$ cat src/rtl/fifo_tx_defs_pkg.sv
// Shared definitions for the FIFO-draining serial transmitter.
// Holds the 3-bit state encoding, parity-mode constants, the legal
// stop-bit values and a small parity helper used when a byte is loaded.
package fifo_tx_defs;

  localparam logic [2:0] ST_IDLE   = 3'd0;
  localparam logic [2:0] ST_FETCH  = 3'd1;
  localparam logic [2:0] ST_LOAD   = 3'd2;
  localparam logic [2:0] ST_START  = 3'd3;
  localparam logic [2:0] ST_DATA   = 3'd4;
  localparam logic [2:0] ST_PARITY = 3'd5;
  localparam logic [2:0] ST_STOP   = 3'd6;

  typedef enum logic [2:0] {
    IDLE   = ST_IDLE,
    FETCH  = ST_FETCH,
    LOAD   = ST_LOAD,
    START  = ST_START,
    DATA   = ST_DATA,
    PARITY = ST_PARITY,
    STOP   = ST_STOP
  } state_e;

  localparam bit PAR_EVEN = 1'b0;
  localparam bit PAR_ODD  = 1'b1;

  localparam int STOP_BITS_MIN = 1;
  localparam int STOP_BITS_MAX = 2;

  // Even parity is the plain XOR of the byte; odd parity inverts it.
  function automatic logic parity_of(input logic [7:0] d, input logic odd);
    return (^d) ^ odd;
  endfunction

endpackage

$ cat src/rtl/fifo_tx_baud.sv
// Bit-period timer for fifo_serial_tx.
// Ports:
//   clk, rst_n : clock and asynchronous active-low reset
//   restart    : reload the period so a fresh bit starts next cycle
//   tick       : high on the last cycle of each CLKS_PER_BIT period
module fifo_tx_baud #(
  parameter int CLKS_PER_BIT = 16
) (
  input  logic clk,
  input  logic rst_n,
  input  logic restart,
  output logic tick
);

  localparam logic [15:0] RELOAD = 16'(CLKS_PER_BIT - 1);

  logic [15:0] cnt_q;
  logic [15:0] cnt_d;

  always_comb begin
    cnt_d = cnt_q;
    if (restart || (cnt_q == 16'd0)) begin
      cnt_d = RELOAD;
    end else begin
      cnt_d = cnt_q - 16'd1;
    end
  end

  always_ff @(posedge clk or negedge rst_n) begin
    if (!rst_n) begin
      cnt_q <= 16'd0;
    end else begin
      cnt_q <= cnt_d;
    end
  end

  assign tick = (cnt_q == 16'd0);

endmodule

$ cat src/rtl/fifo_serial_tx.sv
// Drains a 16x8 synchronous FIFO one byte at a time onto an async serial
// line: start bit, 8 data bits LSB first, optional parity, 1 or 2 stop bits.
// Ports:
//   clk, rst_n  : clock, asynchronous active-low reset
//   clr         : synchronous abort back to IDLE (highest priority)
//   en          : allows new bytes to be fetched (looked at in IDLE/STOP)
//   fifo_empty  : FIFO empty flag
//   fifo_dout   : FIFO read data, valid the cycle after fifo_rd
//   fifo_rd     : one-cycle pop strobe
//   txd         : serial output, idle high, registered
//   busy        : high whenever not IDLE
//   frame_done  : pulse on the last cycle of the final stop bit
//   dbg_state   : current FSM state for observation
//
// FIFO read handshake: a pop is requested only when fifo_empty was seen low
// at the clock edge entering FETCH; fifo_rd is high for exactly the FETCH
// cycle and the popped byte is taken from fifo_dout at the end of LOAD.
module fifo_serial_tx
  import fifo_tx_defs::*;
#(
  parameter int CLKS_PER_BIT = 16,
  parameter bit PARITY_EN    = 1'b0,
  parameter bit PARITY_ODD   = PAR_EVEN,
  parameter int STOP_BITS    = 1
) (
  input  logic       clk,
  input  logic       rst_n,
  input  logic       clr,
  input  logic       en,
  input  logic       fifo_empty,
  input  logic [7:0] fifo_dout,
  output logic       fifo_rd,
  output logic       txd,
  output logic       busy,
  output logic       frame_done,
  output logic [2:0] dbg_state
);

  state_e      state_q, state_d;
  logic [2:0]  bit_q, bit_d;
  logic        stop_q, stop_d;
  logic [7:0]  shreg_q, shreg_d;
  logic        par_q, par_d;
  logic        txd_q, txd_d;
  logic        restart;
  logic        tick;
  logic        last_stop;

  fifo_tx_baud #(.CLKS_PER_BIT(CLKS_PER_BIT)) u_baud (
    .clk     (clk),
    .rst_n   (rst_n),
    .restart (restart),
    .tick    (tick)
  );

  // With two stop bits the first stop period only advances stop_q.
  assign last_stop = (STOP_BITS == STOP_BITS_MAX) ? stop_q : 1'b1;

  always_comb begin
    state_d    = state_q;
    bit_d      = bit_q;
    stop_d     = stop_q;
    shreg_d    = shreg_q;
    par_d      = par_q;
    restart    = 1'b0;
    frame_done = 1'b0;
    if (clr) begin
      state_d = IDLE;
      bit_d   = 3'd0;
      stop_d  = 1'b0;
      restart = 1'b1;
    end else begin
      case (state_q)
        IDLE: begin
          if (en && !fifo_empty) state_d = FETCH;
        end
        FETCH: state_d = LOAD;
        LOAD: begin
          shreg_d = fifo_dout;
          par_d   = parity_of(fifo_dout, PARITY_ODD);
          restart = 1'b1;
          state_d = START;
        end
        START: begin
          if (tick) state_d = DATA;
        end
        DATA: begin
          if (tick) begin
            shreg_d = {1'b0, shreg_q[7:1]};
            bit_d   = bit_q + 3'd1;
            if (bit_q == 3'd7) state_d = PARITY_EN ? PARITY : STOP;
          end
        end
        PARITY: begin
          if (tick) state_d = STOP;
        end
        STOP: begin
          if (tick) begin
            if (last_stop) begin
              frame_done = 1'b1;
              stop_d     = 1'b0;
              state_d    = (en && !fifo_empty) ? FETCH : IDLE;
            end else begin
              stop_d = 1'b1;
            end
          end
        end
        default: state_d = IDLE;
      endcase
    end
  end

  // txd is registered from the next state so the line changes exactly at
  // the state boundary without any combinational path to the pin.
  always_comb begin
    txd_d = 1'b1;
    case (state_d)
      START:   txd_d = 1'b0;
      DATA:    txd_d = shreg_d[0];
      PARITY:  txd_d = par_d;
      default: txd_d = 1'b1;
    endcase
  end

  always_ff @(posedge clk or negedge rst_n) begin
    if (!rst_n) begin
      state_q <= IDLE;
      bit_q   <= 3'd0;
      stop_q  <= 1'b0;
      shreg_q <= 8'd0;
      par_q   <= 1'b0;
      txd_q   <= 1'b1;
    end else begin
      state_q <= state_d;
      bit_q   <= bit_d;
      stop_q  <= stop_d;
      shreg_q <= shreg_d;
      par_q   <= par_d;
      txd_q   <= txd_d;
    end
  end

  assign fifo_rd   = (state_q == FETCH);
  assign busy      = (state_q != IDLE);
  assign txd       = txd_q;
  assign dbg_state = state_q;

endmodule

$ cat config.mk
export PLATFORM = sky130hd
export DESIGN_NAME = fifo_serial_tx
export DESIGN_NICKNAME = d
export VERILOG_FILES = /design/src/rtl/fifo_tx_defs_pkg.sv /design/src/rtl/fifo_tx_baud.sv /design/src/rtl/fifo_serial_tx.sv
export SDC_FILE = /design/constraint.sdc
export NUM_CORES = 1
export LEC_CHECK = 0
export CAP_MARGIN = 20
export CORE_MARGIN = 3
export CORE_UTILIZATION = 50
export DETAILED_ROUTE_END_ITERATION = 10
export DONT_BUFFER_PORTS = 1
export GPL_TIMING_DRIVEN = 0
export HOLD_SLACK_MARGIN = 0.02
export SLEW_MARGIN = 5
export SYNTH_ARGS = -nofsm -noshare
export SYNTH_HDL_FRONTEND = slang
export SYNTH_SLANG_ARGS = --single-unit
$ cat constraint.sdc
create_clock -name clk -period 5.8 [get_ports clk]
set_input_delay 1.74 -clock clk [delete_from_list [all_inputs] [get_ports clk]]
set_output_delay 1.74 -clock clk [all_outputs]
set_load 0.02 [all_outputs]
==> results of run 1 <==
## final timing paths
path                                 start          endpoint  depth (start not counted)
max                                    clr        frame_done                          2
min                        u_baud.cnt_q[0]   u_baud.cnt_q[0]                          1
max reg2reg                u_baud.cnt_q[0]          bit_q[2]                          8
min reg2reg                u_baud.cnt_q[0]   u_baud.cnt_q[0]                          1
max in group asynchronous            rst_n               txd                          0
min in group asynchronous            rst_n  u_baud.cnt_q[14]                          0
## cell type report
type | count | area, µm²
inverters | 5 | 18.8
clock inverters | 1 | 5.00
plain buffers | 9 | 50.0
clock buffers | 7 | 45.0
flip-flops and latches | 32 | 802
multi-input cells | 138 | 911
fillers | 293 | 1500
well taps | 46 | 57.6
## logic make-up after synthesis
family                   count (synthesis)
AO/OA/AOI/OAI                           34
XOR/XNOR                                20
adder cells (fa/ha/maj)                  4
buffers and inverters                   14
flip-flops                              32
multiplexers                             4
AND/OR/NAND/NOR                         76
## Yosys cell counts (5+ instances only)
library cell | n | area [µm²]
dfrtp_1 | 31 | 776
nor2b_1 | 5 | 31.3
clkbuf_1 | 6 | 22.5
nand2_1 | 19 | 71.3
a21oi_1 | 6 | 30.0
nor2_1 | 20 | 75.1
o21ai_1 | 9 | 45.0
xor2_1 | 5 | 43.8
inv_1 | 5 | 18.8
xnor2_1 | 15 | 131
a22oi_1 | 6 | 45.0
## flip-flops by register name, summed over array words and instances, names as in the netlist
signal	flops
bit_q	3
dbg_state	3
par_q	1
shreg_q	8
txd	1
u_baud.cnt_q	16
## through the flow
step / worst slack [ns] / power [mW] / utilization, % / hold slack (ns)
after global placement: 1.29 / 0.357 / 54.3 / 0.445
after global routing: 1.23 / 0.507 / 55.7 / 0.529
final: 1.29 / 0.477 / 55.7 / 0.475
after floorplan: 1.42 / 0.341 / - / 0.429
after CTS: 1.29 / 0.484 / 55.7 / 0.477
after detailed placement: 1.29 / 0.360 / 54.3 / 0.463
## power by group through the flow
stage / clock network [mW] / logic (mW) / registers [mW]
global placement: 0 / 0.0878 / 0.269
finish: 0.121 / 0.0898 / 0.266
global route: 0.136 / 0.101 / 0.269
CTS: 0.127 / 0.0909 / 0.266
detailed placement: 0 / 0.0903 / 0.270
floorplan: 0 / 0.0752 / 0.265
## metal layers
metal | routed length, µm | vias up | global-route usage [%] | part of all wire [%]
met5 | 0 | - | 0 | 0
met4 | 14 | 0 | 8.29 | 0.41
met3 | 146 | 2 | 5.98 | 4.3
met2 | 1720 | 33 | 29.0 | 51
met1 | 1520 | 631 | 22.1 | 45
li1 | - | 658 | - | -
==> flow_summary.json, run 1 <==
{
  "synth-simple-area-share_pct": 24.2,
  "ys_seq_area_share_pct": 45.0,
  "cts.sinks": 32,
  "cts_inserted_buffers": 5,
  "portBuffers": 0,
  "grt-ovfl-total": 0,
  "p_per_area_mw_per_mm2": 253,
  "grt_first_pass_wirelength_um": 5930,
  "num_vias": 1324,
  "root_buffer": "clkbuf_4",
  "hold_path_class": "flip-flop to flip-flop",
  "crit_family": "simple AND/OR/NAND/NOR gates",
  "startpoint_type": "input port",
  "drc": 0,
  "finalClockSkew_ns": 0.0118,
  "synthAdderAreaFrac_pct": 2.81,
  "rsz0062_at_grt": "false",
  "maxCapViolCount": 0,
  "synthMuxAreaShare_pct": 2.25,
  "final_cells": 238,
  "wl_per_cell_um": 14.3,
  "cp_data_required_time_ns": 4.06,
  "cts_tree": "done",
  "grtUsageTotal_pct": 18.2,
  "syn_area_mm2": 0.00178,
  "io_pins": 20,
  "outcome": "complete, no violations",
  "fp.dieArea_mm2": 0.00432,
  "finalSetupTns_ns": 0,
  "drive_above_1_share_pct": 9.90,
  "fmax_ghz": 0.222,
  "peakVddDrop_uv": 134,
  "start_util_pct": 52.6,
  "arrival_ns": 2.77,
  "antenna_found_initial": 0,
  "core_area_mm2": 0.00339,
  "clock_latency_ns": 0.33,
  "post-cts-setup-buffer-count": 0,
  "hold_buffers": 0,
  "htree_levels": 2,
  "p_leak_nw": 0.790,
  "ys_async_sr_fraction_pct": 100,
  "place_hpwl_um": 2530,
  "yosys_most_used_dff": "dfrtp_1",
  "fin_crit_ns": 4.51,
  "crit_buf_inv": 1,
  "grt_pass1_vias": 1347,
  "synth.avg_cell_area_um2": 9.68,
  "max_stage_delay_ns": 0.83,
  "area_growth_pct": 6.04,
  "synth-compound-area-share_pct": 12.0,
  "synth_fp_nets": 201,
  "worst-slew-pin-transition_ns": 0.912,
  "grt_max_degree": 33,
  "yosys_warnings": 0,
  "syn_inst": 184,
  "dp_cells": 230,
  "slew_viol_final": 0,
  "cp_max_fo": 10,
  "firstDrtPassIters": 4,
  "dieHeight_um": 65.7,
  "period_share_pct": 77.8,
  "layout.nets": 208,
  "slowest_stage": "nor4_1",
  "final_cell_mix": "dfrtp_1 (31), nor2_1 (20), nand2_1 (19), xnor2_1 (15), o21ai_1 (9)",
  "final_common_cell": "dfrtp_1",
  "cts_resized": 0,
  "diodes": 0,
  "hold_viol": 0,
  "clock_path_buffers": 2,
  "postPlaceCellArea_mm2": 0.00184,
  "clkPwrFrac_pct": 25.5,
  "seq_power_share_pct": 55.7,
  "r2r_slack_ns": 3.65,
  "synth-xor-area-share_pct": 9.83,
  "synth.distinct_cells": 40,
  "fin_area_mm2": 0.00189,
  "ant_nets": 0,
  "synth_top_family_by_area": "simple AND/OR/NAND/NOR gates",
  "comb_power_share_pct": 18.8,
  "critPathCaptureType": "output pin",
  "p_int_mw": 0.330,
  "crit_type": "input port to output pin",
  "drt_iter0_drc": 86,
  "routabilityCongestion": 0.822,
  "p_sw_mw": 0.147,
  "chipWidth_um": 65.7,
  "relSlewSlack_pct": 38.6,
  "swShare_pct": 30.8,
  "path_cells": "clkbuf_1 > nor4_1",
  "finalSetupViolCount": 0,
  "drt-total-wl_um": 3400,
  "rows": 21,
  "clk_pin_slew_ns": 0.10,
  "ys_ff_latch": 32,
  "vias_per_cell": 5.56,
  "synth-edff-count": 0
}
No activity file was read; power rests on OpenSTA's default activity.
==> run 2, diff against run 1 <==
--- a/config.mk
+++ b/config.mk
@@ -12,6 +12,7 @@
 export DONT_BUFFER_PORTS = 1
 export GPL_TIMING_DRIVEN = 0
 export HOLD_SLACK_MARGIN = 0.02
+export PLACE_DENSITY = 0.68
 export SLEW_MARGIN = 5
 export SYNTH_ARGS = -nofsm -noshare
 export SYNTH_HDL_FRONTEND = slang
==> constraint.sdc (replaced) <==
create_clock -name clk -period 4 [get_ports clk]
set_input_delay 1.2 -clock clk [delete_from_list [all_inputs] [get_ports clk]]
set_output_delay 1.2 -clock clk [all_outputs]
set_load 0.02 [all_outputs]
==> flow_summary.json, run 2 (synthesis results as in run 1) <==
{
  "outcome": "complete, no violations",
  "firstDrtPassIters": 4,
  "clk_pin_slew_ns": 0.09,
  "area_growth_pct": 6.88,
  "vias_per_cell": 5.75,
  "use_met1_pct": 21.4,
  "rows": 21,
  "slowest_stage": "nor4_1",
  "path_cells": "clkbuf_1 > nor4_1",
  "clock_latency_ns": 0.32,
  "drc": 0,
  "finalClockSkew_ns": 0.00770,
  "fp.dieArea_mm2": 0.00432,
  "final_common_cell": "dfrtp_1",
  "place_hpwl_um": 2590,
  "multiInputGateArea_um2": 911,
  "dieHeight_um": 65.7,
  "io_pins": 20,
  "r2r_cells": 6,
  "p_per_area_mw_per_mm2": 375,
  "dp_cells": 230,
  "clkPwrFrac_pct": 27.8,
  "max_stage_delay_ns": 0.86,
  "crit_type": "input port to output pin",
  "r2r-end": "bit_q[1]",
  "grt.busiest_layer": "met2",
  "largest_reg_flops": 16,
  "num_vias": 1363,
  "power.total_mw": 0.715,
  "root_buffer": "clkbuf_4",
  "largest_register": "u_baud.cnt_q",
  "drt-total-wl_um": 3500,
  "maxCapViolCount": 0,
  "cp_max_fo": 10,
  "p_leak_nw": 0.798,
  "min-delay-start": "u_baud.cnt_q[0]",
  "relSlewSlack_pct": 36.3,
  "hold_buffers": 0,
  "register_area_um2": 802,
  "rsz0062_at_grt": "false",
  "routabilityCongestion": 0.799,
  "reg_top3": "u_baud.cnt_q (16), shreg_q (8)",
  "r2r_start": "u_baud.cnt_q[8]",
  "crit_buf_inv": 1,
  "cp_data_required_time_ns": 2.80,
  "period_share_pct": 86.9,
  "antenna_found_initial": 0,
  "diodes": 0,
  "wl_per_cell_um": 14.8,
  "startpoint_type": "input port",
  "whs_ns": 0.456,
  "peakVddDrop_uv": 235,
  "slew_viol_final": 0,
  "finalSetupViolCount": 0,
  "start_util_pct": 52.6,
  "drive_above_1_share_pct": 10.5,
  "layout.nets": 208,
  "htree_levels": 2,
  "cts_inserted_buffers": 5,
  "min_path_cells": 1,
  "ant_nets": 0,
  "worst-slew-pin-transition_ns": 0.947,
  "cts_tree": "done",
  "swShare_pct": 28.7,
  "core_area_mm2": 0.00339,
  "n_fill_cell": 303,
  "cts_resized": 0,
  "clock_path_buffers": 2,
  "final_cell_mix": "dfrtp_1 (31), nor2_1 (20), nand2_1 (19), xnor2_1 (15), o21ai_1 (9)",
  "portBuffers": 0,
  "crit_family": "simple AND/OR/NAND/NOR gates",
  "seq_power_share_pct": 53.9,
  "grt_first_pass_wirelength_um": 6200,
  "p_sw_mw": 0.205,
  "grtUsageTotal_pct": 18.6,
  "gr-usage-met2_pct": 32.0,
  "drt_iter0_drc": 25,
  "fmax_ghz": 0.288,
  "p_int_mw": 0.510,
  "min_to": "u_baud.cnt_q[0]",
  "met3_usage_pct": 6.67,
  "grt-ovfl-total": 0,
  "arrival_ns": 2.28,
  "cts.sinks": 32,
  "grt_max_degree": 33,
  "comb_power_share_pct": 18.3,
  "hold_viol": 0,
  "hold_path_class": "flip-flop to flip-flop",
  "fin_crit_ns": 3.48,
  "post-cts-setup-buffer-count": 0,
  "grt_pass1_vias": 1407,
  "final_cells": 237,
  "chipWidth_um": 65.7,
  "r2r_slack_ns": 1.87,
  "finalSetupTns_ns": 0,
  "critPathCaptureType": "output pin"
}
run 2: cell count changes in the layout (fill, tap and decap cells not counted), sizes merged:
cell	before	now
clkinv	1	0
run 2: area by class of cell:
cell class                 instances  area share, %
tap                               46           3.02
multi-input combinational        138           47.8
sequential                        32           42.1
clock buffer                       7           3.42
buffer                             9           2.63
inverter                           5          0.986
run 2: per-layer routing:
metal  vias to the layer above  wire (µm)
met5                         -          0
met2                        40       1780
met1                       663       1510
met4                         0         29
met3                         4        191
li1                        656          -
run 2: through the flow:
| stage | util [%] | setup WS (ns) | area (µm²) |
|---|---|---|---|
| floorplan | - | 0.696 | 1780 |
| global placement | 54.3 | 0.494 | 1840 |
| detailed placement | 54.3 | 0.490 | 1840 |
| CTS | 56.2 | 0.478 | 1900 |
| global route | 56.2 | 0.431 | 1900 |
| finish | 56.2 | 0.524 | 1900 |
run 2: power by group through the flow:
stage / clock network, mW / logic [mW] / registers [mW]
6_report: 0.199 / 0.131 / 0.386
5_1_grt: 0.224 / 0.147 / 0.391
4_1_cts: 0.208 / 0.132 / 0.386
3_5_place_dp: 0 / 0.131 / 0.392
3_3_place_gp: 0 / 0.127 / 0.390
2_1_floorplan: 0 / 0.109 / 0.385
run 2: worst max-delay path by stage:
stage / startpoint / end / slack, ns / cells after the start
3_3_place_gp: clr / frame_done / 0.49 / 2
3_5_place_dp: clr / frame_done / 0.49 / 2
6_report: clr / frame_done / 0.52 / 2
4_1_cts: clr / frame_done / 0.48 / 2
5_1_grt: u_baud.cnt_q[4] / frame_done / 0.43 / 3
2_1_floorplan: clr / frame_done / 0.70 / 2
==> run 3, diff against run 2 <==
--- a/config.mk
+++ b/config.mk
@@ -5,14 +5,14 @@
 export SDC_FILE = /design/constraint.sdc
 export NUM_CORES = 1
 export LEC_CHECK = 0
+export ABC_AREA = 0
 export CAP_MARGIN = 20
-export CORE_MARGIN = 3
 export CORE_UTILIZATION = 50
 export DETAILED_ROUTE_END_ITERATION = 10
 export DONT_BUFFER_PORTS = 1
 export GPL_TIMING_DRIVEN = 0
 export HOLD_SLACK_MARGIN = 0.02
-export PLACE_DENSITY = 0.68
+export PLACE_DENSITY = 0.8
 export SLEW_MARGIN = 5
 export SYNTH_ARGS = -nofsm -noshare
 export SYNTH_HDL_FRONTEND = slang
==> flow_summary.json, run 3 (synthesis results as in run 1) <==
{
  "final_common_cell": "dfrtp_1",
  "final_cell_mix": "dfrtp_1 (31), nor2_1 (20), nand2_1 (19), xnor2_1 (15), o21ai_1 (9)",
  "routabilityCongestion": 0.804,
  "r2r_cells": 6,
  "post-cts-setup-buffer-count": 0,
  "vias_per_cell": 5.63,
  "largest_register": "u_baud.cnt_q",
  "grt-ovfl-total": 0,
  "cts_inserted_buffers": 5,
  "finalSetupViolCount": 0,
  "ant_nets": 0,
  "r2r_start": "u_baud.cnt_q[4]",
  "grt_max_degree": 33,
  "clk_pin_slew_ns": 0.10,
  "fp.dieArea_mm2": 0.00381,
  "rows": 21,
  "arrival_ns": 2.31,
  "root_buffer": "clkbuf_4",
  "grt_first_pass_wirelength_um": 5950,
  "fin_crit_ns": 3.51,
  "crit_path_end": "frame_done",
  "crit_path_start": "u_baud.cnt_q[4]",
  "antenna_found_initial": 0,
  "num_vias": 1339,
  "clock_latency_ns": 0.34,
  "hold_path_class": "flip-flop to flip-flop",
  "portBuffers": 0,
  "comb_power_share_pct": 18.5,
  "grt_pass1_vias": 1341,
  "hold_buffers": 0,
  "htree_levels": 2,
  "slew_viol_final": 0,
  "firstDrtPassIters": 4,
  "hold_viol": 0,
  "largest_reg_flops": 16,
  "clock_path_buffers": 2,
  "area_growth_pct": 6.67,
  "drt_iter0_drc": 68,
  "seq_power_share_pct": 54.0,
  "cts_resized": 0,
  "cts.sinks": 32,
  "finalSetupTns_ns": 0,
  "cp_max_fo": 4,
  "rsz0062_at_grt": "false",
  "register_area_um2": 802,
  "chipWidth_um": 61.7,
  "diodes": 0,
  "grtUsageTotal_pct": 22.0,
  "swShare_pct": 30.9,
  "layout.nets": 208,
  "peakVddDrop_uv": 236,
  "critPathCaptureType": "output pin",
  "path_cells": "nor4_2 > nand4_1 > nor4_1",
  "r2r_slack_ns": 1.83,
  "crit_type": "flip-flop to output pin",
  "r2r-end": "txd",
  "slowest_stage": "nor4_1",
  "max_stage_delay_ns": 0.83,
  "p_leak_nw": 0.799,
  "maxCapViolCount": 0,
  "clkPwrFrac_pct": 27.5,
  "place_hpwl_um": 2490,
  "p_int_mw": 0.493,
  "wl_per_cell_um": 14.8,
  "reg_top3": "u_baud.cnt_q (16), shreg_q (8)",
  "io_pins": 20,
  "worst-slew-pin-transition_ns": 0.932,
  "relSlewSlack_pct": 37.3,
  "drt-total-wl_um": 3520,
  "dieHeight_um": 61.7,
  "drc": 0,
  "p_sw_mw": 0.221,
  "cts_tree": "done",
  "period_share_pct": 87.8,
  "n_fill_cell": 335,
  "multiInputGateArea_um2": 911,
  "power.total_mw": 0.714,
  "drive_above_1_share_pct": 10.9,
  "fmax_ghz": 0.285,
  "startpoint_type": "flip-flop",
  "cp_data_required_time_ns": 2.80,
  "start_util_pct": 53.0,
  "outcome": "complete, no violations",
  "p_per_area_mw_per_mm2": 376,
  "core_area_mm2": 0.00336,
  "finalClockSkew_ns": 0.0103
}
## run 3: worst min path at each step
stage / startpoint / endpoint / cells past startpoint
final: u_baud.cnt_q[0] / u_baud.cnt_q[0] / 1
after global placement: u_baud.cnt_q[0] / u_baud.cnt_q[0] / 1
after floorplan: u_baud.cnt_q[0] / u_baud.cnt_q[0] / 1
after CTS: u_baud.cnt_q[0] / u_baud.cnt_q[0] / 1
after global routing: rst_n / u_baud.cnt_q[5] / 0
after detailed placement: u_baud.cnt_q[0] / u_baud.cnt_q[0] / 1
## run 3: critical path: cells and delay by family, from the launching register on
kind / cells / cell delay, ns
flops: 1 / 0.45
simple gates: 3 / 1.51
## run 3: power by group through the flow
stage          registers, mW  clock network (mW)  logic (mW)
2_1_floorplan          0.385                   0       0.109
3_5_place_dp           0.390                   0       0.132
4_1_cts                0.385               0.204       0.132
6_report               0.385               0.197       0.132
5_1_grt                0.389               0.217       0.151
3_3_place_gp           0.391                   0       0.128
## run 3: stage by stage
stage	hold WS, ns	area [µm²]	setup slack, ns	util [%]	instances
after detailed placement	0.463	1840	0.546	54.7	230
after floorplan	0.429	1780	0.696	-	184
after global placement	0.453	1840	0.530	54.7	230
after global routing	0.509	1900	0.390	56.5	238
final	0.474	1900	0.488	56.5	238
after CTS	0.478	1900	0.500	56.5	238
## run 3: layout make-up
class,instances,share of cell area (%)
plain buffers,9,2.63
clock buffers,6,2.70
clock inverters,2,0.527
inverters,5,0.987
multi-input cells,138,47.9
flip-flops and latches,32,42.2
well taps,46,3.03
## run 3: routing by layer
layer	track usage (%)	wire length [µm]
met1	28.6	1650
met2	35.6	1660
met3	5.18	150
met4	8.57	59
met5	0	0
